## config.mk

```make
export PLATFORM = sky130hd
export DESIGN_NAME = uart_tx_scheduler
export DESIGN_NICKNAME = d
export VERILOG_FILES = /design/src/rtl/uart_tx_scheduler.sv
export SDC_FILE = /design/constraint.sdc
export NUM_CORES = 1
export LEC_CHECK = 0
export BUFFER_PORTS_ARGS = -buffer_cell sky130_fd_sc_hd__buf_2
export CORE_MARGIN = 2
export CORE_UTILIZATION = 50
export DETAILED_ROUTE_END_ITERATION = 10
export PLACE_DENSITY = 0.77
export SLEW_MARGIN = 20
export SYNTH_ARGS = -nofsm -noshare
export SYNTH_HDL_FRONTEND = slang
export SYNTH_SLANG_ARGS = --single-unit
```

## constraint.sdc

```tcl
create_clock -name clkBaud -period 2.1 [get_ports clkBaud]
set_input_delay 0.42 -clock clkBaud [delete_from_list [all_inputs] [get_ports clkBaud]]
set_output_delay 0.42 -clock clkBaud [all_outputs]
set_load 0.01 [all_outputs]
```

## src/rtl/uart_tx_scheduler.sv

```systemverilog
// Round-robin scheduler that turns sensor requests into 5-byte UART frames
// (header, id, data high, data low, checksum) and drives the transmitter's init/datotx handshake.
module uart_tx_scheduler #(
    parameter int         BYTE_CYCLES = 11,
    parameter logic [7:0] HEADER      = 8'hAA
) (
    input  logic        clkBaud,
    input  logic        rst_n,
    input  logic [2:0]  req,
    input  logic [47:0] datos,
    output logic [2:0]  ack,
    output logic        init,
    output logic [7:0]  datotx,
    output logic        ocupado
);
    typedef enum logic [1:0] {IDLE = 2'd0, SEND = 2'd1, WAIT = 2'd2} state_t;

    localparam logic [4:0] RELOAD   = 5'(BYTE_CYCLES - 1);
    localparam logic [2:0] DONE_IDX = 3'd5;

    state_t      state, state_d;
    logic [2:0]  idx, idx_d;
    logic [4:0]  cnt, cnt_d;
    logic [1:0]  last, last_d;
    logic [1:0]  grant, grant_d;
    logic [15:0] data, data_d;
    logic [2:0]  ack_d;
    logic        init_d;
    logic [7:0]  datotx_d;
    logic        ocupado_d;
    logic [1:0]  p1, p2, pick;
    logic [7:0]  id;
    logic [7:0]  frame_byte;

    // Round-robin search starts one past the last served requester.
    always_comb begin
        p1 = (last == 2'd2) ? 2'd0 : last + 2'd1;
        p2 = (p1 == 2'd2) ? 2'd0 : p1 + 2'd1;
        if (req[p1])      pick = p1;
        else if (req[p2]) pick = p2;
        else              pick = last;
    end

    assign id = {6'b0, grant};

    always_comb begin
        case (idx)
            3'd1:    frame_byte = id;
            3'd2:    frame_byte = data[15:8];
            3'd3:    frame_byte = data[7:0];
            3'd4:    frame_byte = id ^ data[15:8] ^ data[7:0];
            default: frame_byte = HEADER;
        endcase
    end

    always_ff @(posedge clkBaud) begin
        if (!rst_n) begin
            state   <= IDLE;
            idx     <= 3'd0;
            cnt     <= 5'd0;
            last    <= 2'd2;
            grant   <= 2'd0;
            data    <= 16'h0000;
            ack     <= 3'b000;
            init    <= 1'b0;
            datotx  <= 8'h00;
            ocupado <= 1'b0;
        end else begin
            state   <= state_d;
            idx     <= idx_d;
            cnt     <= cnt_d;
            last    <= last_d;
            grant   <= grant_d;
            data    <= data_d;
            ack     <= ack_d;
            init    <= init_d;
            datotx  <= datotx_d;
            ocupado <= ocupado_d;
        end
    end

    always_comb begin
        state_d = state;
        case (state)
            IDLE:    if (req != 3'b000) state_d = WAIT;
            WAIT:    if (cnt == 5'd0) state_d = SEND;
            SEND:    state_d = (idx == DONE_IDX) ? IDLE : WAIT;
            default: state_d = IDLE;
        endcase
    end

    // SEND is a one-cycle turnaround; the registered init for that byte lands
    // in the first WAIT cycle, which keeps every pulse BYTE_CYCLES+1 apart.
    always_comb begin
        idx_d     = idx;
        cnt_d     = cnt;
        last_d    = last;
        grant_d   = grant;
        data_d    = data;
        ack_d     = 3'b000;
        init_d    = 1'b0;
        datotx_d  = datotx;
        ocupado_d = ocupado;
        case (state)
            IDLE: begin
                ocupado_d = 1'b0;
                if (req != 3'b000) begin
                    grant_d   = pick;
                    data_d    = datos[{pick, 4'b0000} +: 16];
                    ack_d     = 3'b001 << pick;
                    init_d    = 1'b1;
                    datotx_d  = HEADER;
                    ocupado_d = 1'b1;
                    idx_d     = 3'd0;
                    cnt_d     = RELOAD;
                end
            end
            WAIT: begin
                if (cnt == 5'd0) idx_d = idx + 3'd1;
                else             cnt_d = cnt - 5'd1;
            end
            SEND: begin
                if (idx == DONE_IDX) begin
                    ocupado_d = 1'b0;
                    last_d    = grant;
                    idx_d     = 3'd0;
                end else begin
                    init_d   = 1'b1;
                    datotx_d = frame_byte;
                    cnt_d    = RELOAD;
                end
            end
            default: begin
                ocupado_d = 1'b0;
            end
        endcase
    end
endmodule

```

==> key figures <==
Run status
  – Outcome: complete, no violations

Clock network
  – # clock sinks: 43
  – Clock-pin slew on the worst setup and hold paths: 0.08 ns
  – Worst-Skew Late Latency: 0.30 ns
  – Post_cts resized: 0
  – Clock buffer depth: 2
  – Htree depth: 2
  – Clock root cell: clkbuf_8
  – Postcts setup bufs: 0
  – CTS Buf Count: 5
  – CTS tree: yes
  – Cts hold-fix bufs: 0

Synth
  – Post-synth EDFFs: 0
  – Post-Syn Area: 2300 µm²
  – Yosys cell types: 46
  – Flops & latches, synth: 43
  – Avg Cell Area, Syn: 8.98 µm²
  – Syn_nets: 315
  – Dominant synthesized flop cell: dfxtp_1
  – Ys Warns: 0
  – Post-Syn Instances: 256
  – Ys async rst share: 0%
  – Register area share after synthesis: 37.5%

Timing
  – Slew HR: 70.5%
  – Final hold viol count: 0
  – Tightest Pin Transition: 0.440 ns
  – Slew Viols, Final: 0
  – RSZ-0062 raised after global routing: false
  – Max Fclk: 0.546 GHz
  – Skew final: 0.00970 ns
  – Final setup viols: 0
  – Fin crit period: 1.83 ns
  – Setup TNS: 0 ns
  – Tcrit/Tclk final: 87.2%

Placement
  – DP HPWL: 3760 µm
  – Routability Congestion: 0.859
  – I/O Buffers: 65

Routing
  – Vias: 2131
  – Vias/cell: 5.79
  – Final ANT Viol Nets: 0
  – Drt first pass iters: 4
  – Initial DRC count: 134
  – WL/cell: 13.9 µm
  – Residual DRC count: 0
  – WL final: 5110 µm

Worst setup path
  – CP arrival: 2.02 ns
  – Critical Path Fanout Max: 8
  – Worst setup EP type: flip-flop
  – Startpoint types: flip-flop
  – Critical Path RT: 2.29 ns
  – Worst Setup Path Type: reg2reg

Floorplan
  – Ports: 66
  – Core Box Area: 4380 µm²
  – Core Rows: 24
  – Die area: 5160 µm²
  – Initial core utilization: 52.4%
  – Die height: 71.8 µm
  – Die X: 71.8 µm

GRT
  – Largest net degree at the start of global routing: 36
  – Grt ovf: 0
  – Number of global-route vias before repair: 1949
  – Global-route wire length before repair: 8540 µm
  – Initial antenna violation count: 0
  – GRT Util Overall: 21.0%

Power
  – Max IR drop VDD: 0.546 mV
  – PwrDens: 759 nW/µm²
  – P_leak: 1.35 nW
  – Pwr Total: 0.00207 W

Final layout
  – Most frequent cells in the layout: buf_2, dfxtp_1, nor2_1
  – Final Net Count: 374
  – Most common cell after layout, fill and taps aside: buf_2
  – Diode count: 0
  – Area delta synth->final: 18.5%
  – Layout cell share with drive strength beyond 1: 27.5%

Flow run
  – Number of max-cap violations: 0

Min path
  – Worst hold path class: reg2reg
-- logic make-up (layout without fill, tap and decap cells) --
| kind of cell | Yosys count | count (layout) | share of synthesized area, % |
|---|---|---|---|
| and+or+nand+nor | 59 | 59 | 12.7 |
| AOI/OAI and AO/OA | 92 | 92 | 27.8 |
| DFF | 43 | 43 | 37.5 |
| buffers and inverters | 28 | 88 | 6.86 |
| muxes | 20 | 20 | 8.82 |
| xor gates and xnor gates | 8 | 8 | 3.05 |
| adders and majority gates | 6 | 6 | 3.27 |
-- where the power goes --
part           internal (W)  leakage, nW  total, W  switching (W)
clock network      0.000232       0.0412  0.000507       0.000275
registers          0.000916        0.355   0.00101      0.0000901
logic              0.000265        0.950  0.000553       0.000289
-- routing by layer --
layer  routed length, µm  track usage, %
met3                 224            3.66
met2                2650            38.9
met4                  78            7.34
met1                2160            24.0
met5                   0               0
-- registers in the layout, indices dropped and copies added, names as in the netlist --
register and flops:
ack 3, cnt 5, data 16, datotx 8, grant 2, idx 3
init 1, last 2, ocupado 1, state 2
-- synth_stat cells (2+ instances only) --
cell / instances / area share (%)
a21oi_1: 3 / 0.65
a22o_1: 2 / 0.76
a22oi_1: 8 / 2.6
a31oi_1: 21 / 5.7
buf_2: 5 / 1.1
buf_6: 4 / 2.0
clkbuf_1: 9 / 1.5
dfxtp_1: 43 / 37
ha_1: 6 / 3.3
inv_1: 7 / 1.1
mux2_2: 2 / 0.98
mux2i_1: 18 / 7.8
nand2_1: 10 / 1.6
nand3_1: 3 / 0.65
nor2_1: 28 / 4.6
nor2b_1: 5 / 1.4
nor3_1: 2 / 0.44
nor3_2: 2 / 0.87
o211a_1: 16 / 7.0
o21ai_0: 13 / 2.8
o21ai_1: 17 / 3.7
o21bai_1: 2 / 0.65
xnor2_1: 5 / 1.9
xor2_1: 3 / 1.1
-- worst max-delay path: stages (launching register included) --
cell     delay, ns
dfxtp_1       0.39
inv_1         0.08
ha_1          0.23
or4_1         0.49
and3_1        0.28
a22oi_1       0.19
nor2_1        0.05
-- per-stage QoR --
stage / cells / instance area, µm² / setup WS, ns / hold WS [ns] / util [%]
after floorplan: 256 / 2300 / 0.355 / 0.436 / -
after global placement: 360 / 2640 / 0.343 / 0.445 / 60.2
after detailed placement: 360 / 2640 / 0.287 / 0.465 / 60.2
after CTS: 368 / 2720 / 0.273 / 0.473 / 62.1
after global routing: 368 / 2720 / 0.129 / 0.490 / 62.1
final: 368 / 2720 / 0.269 / 0.470 / 62.1
-- final cells by class --
| type | count | area, µm² |
|---|---|---|
| clock buffers | 6 | 72.6 |
| well taps | 52 | 65.1 |
| flip-flops and latches | 43 | 861 |
| inverters | 8 | 30.0 |
| fillers | 399 | 1660 |
| repair buffers | 72 | 390 |
| multi-input cells | 185 | 1290 |
| clock inverters | 2 | 12.5 |
-- final timing paths --
kind	from	to	slack (ns)	cells past startpoint
max	idx[0]	datotx[0]	0.27	6
max reg2reg	idx[0]	datotx[0]	0.27	6
min	cnt[4]	cnt[4]	0.47	2
min reg2reg	cnt[4]	cnt[4]	0.47	2
(Power assumes the default switching activity.)
